--- src/rtl/mul_pipe_pkg.sv ---
// Shared types for the fixed-latency multiplier pipe controller:
// per-stage tracking entry, controller FSM states and default depth.
package mul_pipe_pkg;

    localparam int unsigned LATENCY_DEFAULT = 5;

    // Widest destination tag an entry can carry; narrower tags are zero-extended.
    localparam int unsigned RD_W_MAX = 16;

    typedef logic [RD_W_MAX-1:0] rd_tag_t;

    typedef struct packed {
        logic    valid;
        rd_tag_t rd;
    } entry_t;

    typedef enum logic [1:0] {
        IDLE = 2'd0,
        RUN  = 2'd1,
        HOLD = 2'd2
    } state_t;

endpackage

--- src/rtl/mul_pipe_ctrl.sv ---
// Control for a fixed-latency datapath: tracks {valid, rd} per stage,
// generates the stall/advance enable, issue handshake, writeback strobe,
// RAW hazard detection, occupancy count and a small IDLE/RUN/HOLD FSM.
// Optional: define MUL_PIPE_CTRL_PERF_EN to add the perf_stall_cycles
// counter output (cycles with pipe_enable low, saturating).
module mul_pipe_ctrl
    import mul_pipe_pkg::*;
#(
    parameter int unsigned LATENCY    = LATENCY_DEFAULT,
    parameter int unsigned REG_ADDR_W = 5
) (
    input  logic                           clk,
    input  logic                           reset,
    input  logic                           issue_valid,
    input  logic [REG_ADDR_W-1:0]          issue_rd,
    output logic                           issue_ready,
    input  logic                           flush,
    input  logic                           wb_ready,
    output logic                           wb_valid,
    output logic [REG_ADDR_W-1:0]          wb_rd,
    output logic                           pipe_enable,
    input  logic [REG_ADDR_W-1:0]          query_rs1,
    input  logic [REG_ADDR_W-1:0]          query_rs2,
    output logic                           raw_hazard,
    output logic [$clog2(LATENCY+1)-1:0]   occupancy,
    output logic                           busy
`ifdef MUL_PIPE_CTRL_PERF_EN
    ,
    output logic [31:0]                    perf_stall_cycles
`endif
);

    localparam int unsigned OCC_W = $clog2(LATENCY + 1);

    entry_t                entries [LATENCY];
    state_t                state;
    state_t                state_next;
    logic [OCC_W-1:0]      occ_next;
    logic                  accept;
    logic                  retire;
    rd_tag_t               q1;
    rd_tag_t               q2;

    // Handshake and stall: only a valid tail blocked by writeback stalls the pipe.
    assign pipe_enable = !(entries[LATENCY-1].valid && !wb_ready);
    assign issue_ready = pipe_enable && !flush;
    assign accept      = issue_valid && issue_ready;
    assign wb_valid    = entries[LATENCY-1].valid && !flush;
    assign wb_rd       = entries[LATENCY-1].rd[REG_ADDR_W-1:0];
    assign retire      = wb_valid && wb_ready;
    assign q1          = rd_tag_t'(query_rs1);
    assign q2          = rd_tag_t'(query_rs2);

    // Stage entry shift register; flush kills valid bits, reset clears everything.
    always_ff @(posedge clk) begin
        if (reset) begin
            for (int unsigned i = 0; i < LATENCY; i++) begin
                entries[i] <= '0;
            end
        end else begin
            if (pipe_enable) begin
                entries[0].valid <= accept;
                entries[0].rd    <= rd_tag_t'(issue_rd);
                for (int unsigned i = 1; i < LATENCY; i++) begin
                    entries[i] <= entries[i-1];
                end
            end
            if (flush) begin
                for (int unsigned i = 0; i < LATENCY; i++) begin
                    entries[i].valid <= 1'b0;
                end
            end
        end
    end

    // RAW hazard: any valid in-flight non-zero destination matching a source tag.
    always_comb begin
        raw_hazard = 1'b0;
        for (int unsigned i = 0; i < LATENCY; i++) begin
            if (entries[i].valid && (entries[i].rd != '0) &&
                ((entries[i].rd == q1) || (entries[i].rd == q2))) begin
                raw_hazard = 1'b1;
            end
        end
    end

    // Next occupancy: flush wins, accept and retire together cancel out.
    always_comb begin
        occ_next = occupancy;
        if (flush) begin
            occ_next = '0;
        end else if (accept && !retire) begin
            occ_next = occupancy + OCC_W'(1);
        end else if (retire && !accept) begin
            occ_next = occupancy - OCC_W'(1);
        end
    end

    // Occupancy register.
    always_ff @(posedge clk) begin
        if (reset) begin
            occupancy <= '0;
        end else begin
            occupancy <= occ_next;
        end
    end

    // FSM next-state decode; flush returns to IDLE from any state.
    always_comb begin
        state_next = state;
        if (flush) begin
            state_next = IDLE;
        end else begin
            case (state)
                IDLE: if (accept) state_next = RUN;
                RUN: begin
                    if (occ_next == '0) begin
                        state_next = IDLE;
                    end else if (wb_valid && !wb_ready) begin
                        state_next = HOLD;
                    end
                end
                HOLD: if (wb_ready) state_next = RUN;
                default: state_next = IDLE;
            endcase
        end
    end

    // FSM state and registered busy flag.
    always_ff @(posedge clk) begin
        if (reset) begin
            state <= IDLE;
            busy  <= 1'b0;
        end else begin
            state <= state_next;
            busy  <= (state_next != IDLE);
        end
    end

`ifdef MUL_PIPE_CTRL_PERF_EN
    // Saturating count of stalled cycles.
    always_ff @(posedge clk) begin
        if (reset) begin
            perf_stall_cycles <= '0;
        end else if (!pipe_enable && (perf_stall_cycles != '1)) begin
            perf_stall_cycles <= perf_stall_cycles + 32'd1;
        end
    end
`endif

endmodule

--- config.mk ---
export PLATFORM = sky130hd
export DESIGN_NAME = mul_pipe_ctrl
export DESIGN_NICKNAME = d
export VERILOG_FILES = /design/src/rtl/mul_pipe_pkg.sv /design/src/rtl/mul_pipe_ctrl.sv
export SDC_FILE = /design/constraint.sdc
export NUM_CORES = 1
export LEC_CHECK = 0
export ABC_AREA = 1
export CAP_MARGIN = 20
export CORE_MARGIN = 3
export CORE_UTILIZATION = 30
export CTS_CLUSTER_SIZE = 40
export DETAILED_ROUTE_END_ITERATION = 16
export SLEW_MARGIN = 20
export SYNTH_ARGS = -nofsm -noshare
export SYNTH_HDL_FRONTEND = slang
export SYNTH_SLANG_ARGS = --single-unit
--- constraint.sdc ---
create_clock -name clk -period 2.21 [get_ports clk]
set_clock_uncertainty 0.1 [all_clocks]
set_input_delay 0.442 -clock clk [delete_from_list [all_inputs] [get_ports clk]]
set_output_delay 0.442 -clock clk [all_outputs]
set_load 0.1 [all_outputs]
==> results.toml <==
[worst_setup_path]
endpoint_kind = "output port"
criticalPathCategory = "in -> out"
cp_max_fo = 5
crit_cells = 10
cp-start-kind = "input port"
reg2reg_depth = 11
critPathArrivalTime_ns = 1.81
path_cells = "dlygate4sd2_1, xor2_1, nor3_2, nand3_1, nand2_1, nand3_2, nand2_2, nor2_2, nand2_2, buf_12"
slowest_stage = "dlygate4sd2_1"
cp_top_family = "simple AND/OR/NAND/NOR gates"
cp_common_cell = "nand2_2"
crit_buf_inv = 2
cp_data_required_time_ns = 1.67
critPathMaxStageDelay_ns = 0.32

[cts]
clockBufferDepth = 2
h-tree-depth = 2
cts_tree = "built"
clk_pin_slew_ns = 0.06
numClockSinks = 36
numCtsBuffers = 5
root_buffer = "clkbuf_8"
insertion_delay_ns = 0.29

[global_routing]
grt_usage_pct = 13.6
grt_max_degree = 26
grt_first_pass_wirelength_um = 9490
grt_pass1_vias = 2041
antenna_found_initial = 0
overflow = 0

[timing]
fmax_mhz = 426
setup_viol = 1
rsz0062_at_grt = "yes"
hold_viol = 0
min_period_ns = 2.35
setup_tns_ns = -0.139
timing.final.max_slew_violations = 0
worst_slew_pin_slew_ns = 0.346
finalWorstSetupSlack_ns = -0.139
maxSlewHeadroom_pct = 76.9
period_share_pct = 106

[die]
dieArea_um2 = 9000
start_util_pct = 31.8
num_io_pins = 33
fp.dieW_um = 94.9
core-area_um2 = 7450
die_h_um = 94.9
rows = 31

[route]
first_pass_iters = 4
wirelength_um = 5680
vias = 2104
ant_nets = 0
first_iter_violations = 95
remaining_drc_errors = 0
viasPerCell = 4.60
drt-wirelength-per-cell_um = 12.4

[logic_synthesis]
synth.ff_latch_count = 36
ys_seq_area_share_pct = 41.0
synth.area.top_cells = "edfxtp_1 32%, dfxtp_1 9.3%, nand2_1 9.2%"
synth.cell_area_um2 = 2370
synthCells = 312
yosys.cell_types.count = 28
syn_nets = 334
synth_top_cell_by_area = "edfxtp_1"
ys.warnings.count = 0
synth_top_area_share_pct = 31.7
avgSynthCellArea_um2 = 7.59

[worst_hold_path]
holdPathStages = 2
hp-class = "reg -> reg"

[final_layout]
fillers = 796
syn2layout_area_growth_pct = 28.7
nNetsFinal = 379
antenna_cells = 0
drive_above_1_share_pct = 18.2

[power_and_ir_drop]
power_mw = 1.47
peakVddDrop_mv = 0.210
p_per_area_nw_per_um2 = 482
p_leak_nw = 1.41

[placed_design]
place_congestion = 0.841
portBuffers = 32
post-dp-hpwl_um = 4450

[status]
failed_checks = "setup timing"
status = "complete, but fails checks"

[job]
maxCapViolCount = 0
[stage by stage]
| stage | setup slack (ns) | hold WS (ns) | cells | util [%] | instance area (µm²) |
|---|---|---|---|---|---|
| floorplan | -0.0860 | 0.356 | 312 | - | 2370 |
| CTS | -0.162 | 0.404 | 457 | 40.7 | 3030 |
| global placement | -0.529 | 0.396 | 447 | 39.2 | 2920 |
| finish | -0.139 | 0.403 | 457 | 40.9 | 3050 |
| global route | -0.289 | 0.428 | 457 | 40.9 | 3050 |
| detailed placement | -0.534 | 0.404 | 447 | 39.2 | 2920 |
[logic make-up (layout without fill, tap and decap cells)]
logic type | count (synthesis) | count (layout) | synth area share (%)
adders and majority gates | 2 | 2 | 1.06
and+or+nand+nor | 152 | 152 | 29.2
xor gates and xnor gates | 31 | 31 | 11.5
buffers and inverters | 66 | 112 | 11.6
DFF | 36 | 36 | 41.0
AOI/OAI and AO/OA | 25 | 25 | 5.71
[flip-flops by register name, summed over array words and instances (netlist names)]
name / count
state: 2
occupancy: 3
busy: 1
entries: 30
[power breakdown]
part | switching [mW] | internal [mW] | total [mW]
Sequential | 0.0175 | 0.734 | 0.752
Combinational | 0.157 | 0.111 | 0.268
Clock | 0.231 | 0.219 | 0.450
Total | 0.405 | 1.06 | 1.47
[synth_stat cells]
library cell and number:
nand3_2 4, o22ai_1 2, or2_0 1, nor2_1 46
buf_2 7, a21oi_1 18, o21ai_0 2, clkinv_1 1
nor2_4 1, nand3b_1 1, edfxtp_1 25, xor2_1 18
o211ai_1 3, nand2_4 1, nor4_1 1, inv_1 47
clkbuf_1 2, inv_2 4, nand2_1 58, dfxtp_1 11
nor2_2 1, xnor2_1 13, nor3_1 7, nand3_1 23
nand3_4 1, ha_1 2, nand4_1 7, buf_4 5
[path summary, 6_finish.rpt]
kind | start | endpoint | slack, ns
worst max-delay path | query_rs2[0] | raw_hazard | -0.14
worst min-delay path | entries[0][16] | entries[0][16] | 0.40
worst max register to register | entries[0][84] | busy | 0.55
worst min register to register | entries[0][16] | entries[0][16] | 0.40
[metal layers]
metal  vias to the layer above  track usage (%)  routed length (µm)
met5                         -                0                   0
met4                         0             4.09                  74
met3                         7             3.27                 339
met2                        50             21.2                2640
met1                       972             18.7                2620
li1                       1075                -                   -
[repair_timing]
action	in CTS	in global routing
pin swaps	5	1
resized for setup	21	5
buffers inserted	2	0
hold buffers	0	0
endpoints found under the setup margin	1	2
[cell type report]
cell class	instances	area [µm²]	share of cell area [%]
multi-input cells	210	1160	38.1
inverters	52	195	6.40
flip-flops and latches	36	972	31.9
clock inverters	1	3.75	0.123
clock buffers	7	76.3	2.50
repair buffers	52	514	16.9
well taps	99	124	4.06
[layout by cell type, fill, tap and decap left out, types with 3 or more instances in the layout]
cell	instances
nand2_1	56
inv_1	44
nor2_1	44
edfxtp_1	25
buf_4	24
nand3_1	22
xor2_1	18
a21oi_1	14
xnor2_1	13
dfxtp_1	10
dlygate4sd2_1	10
clkdlybuf4s50_1	8
inv_2	7
nand4_1	7
buf_12	6
nor3_1	5
nand3_2	5
clkbuf_8	5
a21oi_2	4
nor2_2	3
o211ai_1	3
buf_6	3
[worst reg2reg max path: stages, from the launching register on]
cell and delay, ns:
dfxtp_1 0.52, nand3_1 0.21, nor2_1 0.13, nand2_1 0.06, nand2_1 0.05, nand2_1 0.07, nand3_2 0.08, nand3_2 0.08
nand2_1 0.07, nand2_1 0.05, nand2_1 0.08, nand2_1 0.06
Power figures use the tool's default switching activity.
